==> config.mk <==
export PLATFORM = sky130hd
export DESIGN_NAME = bus_rr_flat
export DESIGN_NICKNAME = d
export VERILOG_FILES = /design/src/rtl/bus_rr_pkg.sv /design/src/rtl/bus_rr_if.sv /design/src/rtl/bus_rr_arb.sv /design/src/rtl/bus_rr.sv /design/src/flat_wrapper.sv
export SDC_FILE = /design/constraint.sdc
export NUM_CORES = 1
export LEC_CHECK = 0
export ABC_AREA = 1
export BUFFER_PORTS_ARGS = -buffer_cell sky130_fd_sc_hd__buf_2
export CORE_AREA = 2 2 282 284
export CTS_CLUSTER_DIAMETER = 30
export DETAILED_ROUTE_END_ITERATION = 6
export DIE_AREA = 0 0 284 286
export PLACE_DENSITY = 0.3
export SLEW_MARGIN = 20
export SYNTH_ARGS = -nofsm -noshare
export SYNTH_HDL_FRONTEND = slang
export SYNTH_SLANG_ARGS = --single-unit
export TNS_END_PERCENT = 30
==> constraint.sdc <==
create_clock -name clk_i -period 2.15 [get_ports clk_i]
set_input_delay 0.215 -clock clk_i [delete_from_list [all_inputs] [get_ports clk_i]]
set_output_delay 0.215 -clock clk_i [all_outputs]
set_load 0.1 [all_outputs]
==> src/rtl/bus_rr_pkg.sv <==
// Shared types for the round-robin multi-host interconnect: index widths
// and the response-tracking record captured at grant time.
package bus_rr_pkg;

  localparam int MaxPorts = 16;
  localparam int TrkIdxW  = $clog2(MaxPorts);

  function automatic int idx_width(input int n);
    return (n > 1) ? $clog2(n) : 1;
  endfunction

  typedef struct packed {
    logic               valid;
    logic [TrkIdxW-1:0] host;
    logic [TrkIdxW-1:0] dev;
    logic               derr;
  } trk_t;

endpackage

==> src/rtl/bus_rr_if.sv <==
// Host-side and device-side bus bundle of bus_rr. The interconnect uses the
// slave modport; hosts, devices and configuration sit on the master side.
interface bus_rr_if #(
  parameter int NrHosts      = 2,
  parameter int NrDevices    = 3,
  parameter int DataWidth    = 32,
  parameter int AddressWidth = 32
);
  localparam int BeWidth = DataWidth / 8;

  logic [NrHosts-1:0]      host_req_i;
  logic [NrHosts-1:0]      host_gnt_o;
  logic [AddressWidth-1:0] host_addr_i  [NrHosts];
  logic [NrHosts-1:0]      host_we_i;
  logic [BeWidth-1:0]      host_be_i    [NrHosts];
  logic [DataWidth-1:0]    host_wdata_i [NrHosts];
  logic [NrHosts-1:0]      host_rvalid_o;
  logic [DataWidth-1:0]    host_rdata_o [NrHosts];
  logic [NrHosts-1:0]      host_err_o;

  logic [NrDevices-1:0]    device_req_o;
  logic [AddressWidth-1:0] device_addr_o  [NrDevices];
  logic [NrDevices-1:0]    device_we_o;
  logic [BeWidth-1:0]      device_be_o    [NrDevices];
  logic [DataWidth-1:0]    device_wdata_o [NrDevices];
  logic [NrDevices-1:0]    device_rvalid_i;
  logic [DataWidth-1:0]    device_rdata_i [NrDevices];
  logic [NrDevices-1:0]    device_err_i;

  logic [AddressWidth-1:0] cfg_device_addr_base_i [NrDevices];
  logic [AddressWidth-1:0] cfg_device_addr_mask_i [NrDevices];

  modport slave (
    input  host_req_i, host_addr_i, host_we_i, host_be_i, host_wdata_i,
    output host_gnt_o, host_rvalid_o, host_rdata_o, host_err_o,
    output device_req_o, device_addr_o, device_we_o, device_be_o, device_wdata_o,
    input  device_rvalid_i, device_rdata_i, device_err_i,
    input  cfg_device_addr_base_i, cfg_device_addr_mask_i
  );

  modport master (
    output host_req_i, host_addr_i, host_we_i, host_be_i, host_wdata_i,
    input  host_gnt_o, host_rvalid_o, host_rdata_o, host_err_o,
    input  device_req_o, device_addr_o, device_we_o, device_be_o, device_wdata_o,
    output device_rvalid_i, device_rdata_i, device_err_i,
    output cfg_device_addr_base_i, cfg_device_addr_mask_i
  );

endinterface

==> src/rtl/bus_rr_arb.sv <==
// Round-robin arbiter: searches the request vector starting at the pointer,
// grants the first requester and moves the pointer just past it.
module bus_rr_arb
  import bus_rr_pkg::*;
#(
  parameter  int NrReq = 2,
  localparam int IdxW  = idx_width(NrReq)
) (
  input  logic             clk_i,
  input  logic             rst_ni,
  input  logic [NrReq-1:0] i_req,
  output logic [NrReq-1:0] o_gnt,
  output logic [IdxW-1:0]  o_idx,
  output logic             o_valid
);

  logic [IdxW-1:0]  r_ptr;
  logic [IdxW:0]    w_pos;
  logic [NrReq-1:0] w_shift;

  always_comb begin
    o_valid = 1'b0;
    o_idx   = '0;
    w_pos   = '0;
    w_shift = '0;
    for (int k = 0; k < NrReq; k++) begin
      // candidate = (ptr + k) mod NrReq, kept one bit wider to avoid wrap
      w_pos = {1'b0, r_ptr} + (IdxW+1)'(k);
      if (w_pos >= (IdxW+1)'(NrReq)) begin
        w_pos = w_pos - (IdxW+1)'(NrReq);
      end
      w_shift = i_req >> w_pos;
      if (!o_valid && w_shift[0]) begin
        o_valid = 1'b1;
        o_idx   = w_pos[IdxW-1:0];
      end
    end
    o_gnt = o_valid ? (NrReq'(1) << o_idx) : '0;
  end

  always_ff @(posedge clk_i or negedge rst_ni) begin
    if (!rst_ni) begin
      r_ptr <= '0;
    end else if (o_valid) begin
      r_ptr <= (o_idx == IdxW'(NrReq - 1)) ? '0 : o_idx + 1'b1;
    end
  end

endmodule

==> src/rtl/bus_rr.sv <==
// Multi-host interconnect: round-robin grant, address decode onto devices,
// and a one-entry tracker that routes the next-cycle response to the host.
module bus_rr
  import bus_rr_pkg::*;
#(
  parameter int NrHosts      = 2,
  parameter int NrDevices    = 3,
  parameter int DataWidth    = 32,
  parameter int AddressWidth = 32
) (
  input logic     clk_i,
  input logic     rst_ni,
  bus_rr_if.slave bus
);

  localparam int HostIdxW = idx_width(NrHosts);
  localparam int DevIdxW  = idx_width(NrDevices);
  localparam int BeWidth  = DataWidth / 8;

  logic [NrHosts-1:0]      w_gnt;
  logic [HostIdxW-1:0]     w_gnt_idx;
  logic                    w_gnt_valid;
  logic [AddressWidth-1:0] w_addr;
  logic                    w_we;
  logic [BeWidth-1:0]      w_be;
  logic [DataWidth-1:0]    w_wdata;
  logic [NrDevices-1:0]    w_match;
  logic                    w_hit;
  logic [DevIdxW-1:0]      w_dev_idx;
  logic                    w_dev_rvalid;
  logic [DataWidth-1:0]    w_dev_rdata;
  logic                    w_dev_err;
  trk_t                    r_trk;

  bus_rr_arb #(.NrReq(NrHosts)) u_arb (
    .clk_i   (clk_i),
    .rst_ni  (rst_ni),
    .i_req   (bus.host_req_i),
    .o_gnt   (w_gnt),
    .o_idx   (w_gnt_idx),
    .o_valid (w_gnt_valid)
  );

  assign bus.host_gnt_o = w_gnt;

  always_comb begin
    w_addr  = bus.host_addr_i[0];
    w_we    = bus.host_we_i[0];
    w_be    = bus.host_be_i[0];
    w_wdata = bus.host_wdata_i[0];
    for (int h = 1; h < NrHosts; h++) begin
      if (w_gnt_idx == HostIdxW'(h)) begin
        w_addr  = bus.host_addr_i[h];
        w_we    = bus.host_we_i[h];
        w_be    = bus.host_be_i[h];
        w_wdata = bus.host_wdata_i[h];
      end
    end
  end

  for (genvar gi = 0; gi < NrDevices; gi++) begin : g_match
    assign w_match[gi] =
      ((w_addr & bus.cfg_device_addr_mask_i[gi]) == bus.cfg_device_addr_base_i[gi]);
  end

  // Walk downwards so the lowest matching device is the one that sticks.
  always_comb begin
    w_hit     = 1'b0;
    w_dev_idx = '0;
    for (int d = NrDevices - 1; d >= 0; d--) begin
      if (w_match[d]) begin
        w_hit     = 1'b1;
        w_dev_idx = DevIdxW'(d);
      end
    end
  end

  always_comb begin
    bus.device_req_o = '0;
    bus.device_we_o  = '0;
    for (int d = 0; d < NrDevices; d++) begin
      bus.device_req_o[d]   = w_gnt_valid && w_hit && (w_dev_idx == DevIdxW'(d));
      bus.device_addr_o[d]  = w_addr;
      bus.device_we_o[d]    = w_we;
      bus.device_be_o[d]    = w_be;
      bus.device_wdata_o[d] = w_wdata;
    end
  end

  always_ff @(posedge clk_i or negedge rst_ni) begin
    if (!rst_ni) begin
      r_trk <= '0;
    end else begin
      r_trk.valid <= w_gnt_valid;
      r_trk.host  <= TrkIdxW'(w_gnt_idx);
      r_trk.dev   <= TrkIdxW'(w_dev_idx);
      r_trk.derr  <= w_gnt_valid && !w_hit;
    end
  end

  always_comb begin
    w_dev_rvalid = 1'b0;
    w_dev_rdata  = '0;
    w_dev_err    = 1'b0;
    for (int d = 0; d < NrDevices; d++) begin
      if (r_trk.dev == TrkIdxW'(d)) begin
        w_dev_rvalid = bus.device_rvalid_i[d];
        w_dev_rdata  = bus.device_rdata_i[d];
        w_dev_err    = bus.device_err_i[d];
      end
    end
  end

  // A decode error answers on its own: rvalid forced, data zeroed.
  always_comb begin
    bus.host_rvalid_o = '0;
    bus.host_err_o    = '0;
    for (int h = 0; h < NrHosts; h++) begin
      bus.host_rdata_o[h] = '0;
      if (r_trk.valid && (r_trk.host == TrkIdxW'(h))) begin
        bus.host_rvalid_o[h] = r_trk.derr | w_dev_rvalid;
        bus.host_rdata_o[h]  = r_trk.derr ? '0 : w_dev_rdata;
        bus.host_err_o[h]    = r_trk.derr | w_dev_err;
      end
    end
  end

  for (genvar gi = 0; gi < NrDevices; gi++) begin : g_resp_chk
    a_resp_tracked : assert property (@(posedge clk_i) disable iff (!rst_ni)
      bus.device_rvalid_i[gi] |-> (r_trk.valid && !r_trk.derr && (r_trk.dev == TrkIdxW'(gi))));
  end

endmodule

==> src/flat_wrapper.sv <==
// flat-port wrapper written by rule: the top's interface ports become plain ports
module bus_rr_flat import bus_rr_pkg::*;
#(
  parameter int NrHosts      = 2,
  parameter int NrDevices    = 3,
  parameter int DataWidth    = 32,
  parameter int AddressWidth = 32
)
  (clk_i, rst_ni, bus_host_req_i, bus_host_addr_i, bus_host_we_i, bus_host_be_i, bus_host_wdata_i, bus_host_gnt_o, bus_host_rvalid_o, bus_host_rdata_o, bus_host_err_o, bus_device_req_o, bus_device_addr_o, bus_device_we_o, bus_device_be_o, bus_device_wdata_o, bus_device_rvalid_i, bus_device_rdata_i, bus_device_err_i, bus_cfg_device_addr_base_i, bus_cfg_device_addr_mask_i);
  bus_rr_if #(.NrHosts(NrHosts), .NrDevices(NrDevices), .DataWidth(DataWidth), .AddressWidth(AddressWidth)) bus_i ();
  input logic clk_i;
  input logic rst_ni;
  input wire logic [$bits(bus_i.host_req_i)-1:0] bus_host_req_i;
  input wire logic [$bits(bus_i.host_addr_i)-1:0] bus_host_addr_i;
  input wire logic [$bits(bus_i.host_we_i)-1:0] bus_host_we_i;
  input wire logic [$bits(bus_i.host_be_i)-1:0] bus_host_be_i;
  input wire logic [$bits(bus_i.host_wdata_i)-1:0] bus_host_wdata_i;
  output wire logic [$bits(bus_i.host_gnt_o)-1:0] bus_host_gnt_o;
  output wire logic [$bits(bus_i.host_rvalid_o)-1:0] bus_host_rvalid_o;
  output wire logic [$bits(bus_i.host_rdata_o)-1:0] bus_host_rdata_o;
  output wire logic [$bits(bus_i.host_err_o)-1:0] bus_host_err_o;
  output wire logic [$bits(bus_i.device_req_o)-1:0] bus_device_req_o;
  output wire logic [$bits(bus_i.device_addr_o)-1:0] bus_device_addr_o;
  output wire logic [$bits(bus_i.device_we_o)-1:0] bus_device_we_o;
  output wire logic [$bits(bus_i.device_be_o)-1:0] bus_device_be_o;
  output wire logic [$bits(bus_i.device_wdata_o)-1:0] bus_device_wdata_o;
  input wire logic [$bits(bus_i.device_rvalid_i)-1:0] bus_device_rvalid_i;
  input wire logic [$bits(bus_i.device_rdata_i)-1:0] bus_device_rdata_i;
  input wire logic [$bits(bus_i.device_err_i)-1:0] bus_device_err_i;
  input wire logic [$bits(bus_i.cfg_device_addr_base_i)-1:0] bus_cfg_device_addr_base_i;
  input wire logic [$bits(bus_i.cfg_device_addr_mask_i)-1:0] bus_cfg_device_addr_mask_i;
  assign bus_i.host_req_i = bus_host_req_i;
  assign bus_i.host_addr_i = {>>{bus_host_addr_i}};
  assign bus_i.host_we_i = bus_host_we_i;
  assign bus_i.host_be_i = {>>{bus_host_be_i}};
  assign bus_i.host_wdata_i = {>>{bus_host_wdata_i}};
  assign bus_host_gnt_o = bus_i.host_gnt_o;
  assign bus_host_rvalid_o = bus_i.host_rvalid_o;
  assign bus_host_rdata_o = {>>{bus_i.host_rdata_o}};
  assign bus_host_err_o = bus_i.host_err_o;
  assign bus_device_req_o = bus_i.device_req_o;
  assign bus_device_addr_o = {>>{bus_i.device_addr_o}};
  assign bus_device_we_o = bus_i.device_we_o;
  assign bus_device_be_o = {>>{bus_i.device_be_o}};
  assign bus_device_wdata_o = {>>{bus_i.device_wdata_o}};
  assign bus_i.device_rvalid_i = bus_device_rvalid_i;
  assign bus_i.device_rdata_i = {>>{bus_device_rdata_i}};
  assign bus_i.device_err_i = bus_device_err_i;
  assign bus_i.cfg_device_addr_base_i = {>>{bus_cfg_device_addr_base_i}};
  assign bus_i.cfg_device_addr_mask_i = {>>{bus_cfg_device_addr_mask_i}};
  bus_rr #(.NrHosts(NrHosts), .NrDevices(NrDevices), .DataWidth(DataWidth), .AddressWidth(AddressWidth)) u_core (.clk_i(clk_i), .rst_ni(rst_ni), .bus(bus_i));
endmodule
==> flow_metrics.tcl <==
set metrics [dict create \
    min_period_ns 2.90 \
    startpoint_type "flop" \
    rsz0062_at_grt "true" \
    first_pass_iters 5 \
    worst_pin_slew_ns 0.451 \
    crit_chain "inv_2, nand2_8, nand2_8, buf_12, buf_16, nand2_8, buf_6, nand4_1, nand2_4, nor2_4, nand2_4, nor2_4, nand2_4, nor2_4, nand3_4, nor2_4, buf_12" \
    overflow 0 \
    slowest_delay_ns 0.38 \
    reg2reg_to "u_core.r_trk[2]" \
    ir_worst_vdd_v 0.000234 \
    reg2regPathDepth 20 \
    die_w_um 284 \
    track_usage_pct 13.2 \
    critical_path.max_fanout 6 \
    worst_clock_skew_ns 0.000738 \
    r2r_start "u_core.u_arb.r_ptr" \
    antenna_found_initial 18 \
    timing.slew.headroom_pct 69.9 \
    grt_first_pass_wirelength_um 79200 \
    crit_arrival_ns 2.69 \
    cp.buffers_inverters 5 \
    yosysSeqAreaShare_pct 2.36 \
    cp.required_ns 1.93 \
    final-setup-viol-count 6 \
    wirelength_um 57800 \
    coreArea_um2 78400 \
    vias 10850 \
    io_pins 716 \
    nNetsFinal 2421 \
    portBuffers 715 \
    place_area_um2 16000 \
    die_y_um 286 \
    top_layer "met5" \
    p_leak_uw 0.00876 \
    ff2ff_setup_slack_ns -0.25 \
    clockRootBuffer "clkbuf_16" \
    start_util_pct 8.11 \
    cts_tree "done" \
    critPathSlowestCell "dfrtp_1" \
    max_freq_ghz 0.345 \
    synth-seq-cells 6 \
    min_period_over_period_pct 135 \
    final_area_um2 17300 \
    crit_type "reg2out" \
    clock_latency_ns 0.23 \
    finish.utilization_pct 22.1 \
    htreeDepth 1 \
    post-dp-hpwl_um 51000 \
    dpl_worst_slack_ns -1.27 \
    synth_warnings 0 \
    synth_edf_count 0 \
    syn_nets 1734 \
    post_drt_wl_per_cell_um 19.0 \
    wl_met3_um 3300 \
    p_total_uw 8080 \
    cts_buffers 3 \
    dr_wl_met2_um 30600 \
    rows 103 \
    crit_top_cell "nor2_4" \
    synth-async-reset-ratio_pct 100 \
    hp-class "in2async" \
    ant_nets 0 \
    drive_gt1_share_pct 55.8 \
    routed_via_density 3.57 \
    clk_pin_slew_ns 0.03 \
    wl_met1_um 23300 \
    syn_area_um2 6350 \
    synth_top_flop_cell "dfrtp_1" \
    grt_start_max_net_pins 37 \
    cts_sinks 6 \
    crit_path_end_kind "output port" \
    syn-instance-count 1298 \
    final-hold-violation-count 0 \
    hold_ws_ns 0.407 \
    synthToLayoutAreaGrowth_pct 172 \
    status "complete, but fails checks" \
    grt_pass1_vias 10939 \
    worst_slack_ns -0.751 \
    die_area_um2 81200 \
    maxCapViolCount 0 \
    ys_types 28 \
    report.final.slew_viol_count 0 \
    violations "negative setup slack" \
    synth_area_per_cell_um2 4.89 \
    first_iter_violations 353 \
    cts_buffer_depth 2 \
    drt_drc_violations_left 0 \
    power_density_nw_per_um2 467 \
    gp_congestion 0.971 \
    cp_top_family "simple AND/OR/NAND/NOR gates" \
]
==> kinds of logic after synthesis <==
logic type | count (synthesis) | share of synthesized area (%)
AOI/OAI and AO/OA | 11 | 1.24
xor gates and xnor gates | 1 | 0.138
buffers and inverters | 367 | 31.0
DFF | 6 | 2.36
and+or+nand+nor | 913 | 65.3
==> cells in the final DEF (no fill, tap or decap), types with 14 or more instances in the layout <==
master / synthesis / routed
buf_12: 0 / 312
nand2_1: 439 / 356
buf_2: 0 / 435
nand3_1: 217 / 207
nand2_2: 23 / 70
nand2_4: 3 / 29
nand4_1: 77 / 77
buf_4: 143 / 81
nand3b_1: 14 / 14
nor2_4: 0 / 72
buf_6: 4 / 22
nor2_1: 117 / 35
inv_1: 180 / 167
==> how the worst max path moves through the flow <==
stage | endpoint | slack, ns | depth (start not counted) | startpoint
after floorplan | bus_device_req_o[1] | -0.88 | 15 | u_core.u_arb.r_ptr
final | bus_device_req_o[2] | -0.75 | 17 | u_core.u_arb.r_ptr
after detailed placement | bus_device_req_o[2] | -1.27 | 16 | u_core.u_arb.r_ptr
after CTS | bus_device_req_o[2] | -0.82 | 17 | u_core.u_arb.r_ptr
after global placement | bus_device_req_o[2] | -1.29 | 16 | u_core.u_arb.r_ptr
after global routing | bus_device_req_o[2] | -0.89 | 20 | u_core.u_arb.r_ptr
==> registers in the layout, summed over array words and instances, names as in the netlist <==
signal	flops
u_core.r_trk	5
u_core.u_arb.r_ptr	1
==> worst register-to-register path: cells and delay by family, from the launching register on <==
| kind | cells | cell delay (ns) |
|---|---|---|
| simple gates | 12 | 1.01 |
| buf+inv | 8 | 0.92 |
| flops | 1 | 0.38 |
==> final cells by class <==
cell class / instances / area [um^2]
repair buffers: 865 / 9640
clock buffers: 3 / 75.1
flip-flops and latches: 6 / 151
inverters: 184 / 714
fillers: 8869 / 61100
multi-input cells: 925 / 5380
diodes: 4 / 10.0
well taps: 1050 / 1310
==> layer usage <==
layer  GRT usage, %  up-vias
li1               -     5356
met1           15.5     5005
met2           25.3      425
met3           2.62       48
met4           1.32       16
met5              0        -
==> through the flow <==
| step | setup TNS (ns) | instances |
|---|---|---|
| finish | -2.88 | 3037 |
| detailed placement | -7.79 | 3007 |
| global route | -4.33 | 3036 |
| CTS | -5.09 | 3020 |
| floorplan | -42.18 | 1298 |
| global placement | -10.98 | 3007 |
==> power by group <==
group          switching [uW]  total, uW  internal (uW)
clock                    62.7        301            239
sequential               4.76        124            119
combinational            4940       7650           2710
==> cells in the mapped netlist, types with 2 or more instances <==
cell type  number  area, um^2
buf_8           2        30.0
clkbuf_1       27         101
nand4_1        77         482
o21bai_1        5        37.5
nor2_1        117         439
nand3_1       217        1090
buf_1           7        26.3
buf_6           4        45.0
nand3_2         4        40.0
a21oi_1         2        10.0
and2_4          6        52.6
nand2_4         3        33.8
nand2_2        23         144
inv_1         180         676
nand3b_2        3        33.8
nand3b_1       14         105
clkinv_1        2        7.51
a221oi_1        2        17.5
inv_2           2        7.51
and2_1          8        50.1
dfrtp_1         6         150
buf_4         143        1070
nand2_1       439        1650
==> timing repair <==
item | CTS | global route
setup endpoints to repair | 201 | 169
setup buffers | 10 | 13
hold buffers | 1 | 0
pin swaps | 24 | 35
gates cloned | 2 | 4
endpoints found under the hold margin | 6 | 0
gates resized for setup | 126 | 125
Note: power is estimated with default switching activity, not from simulation.
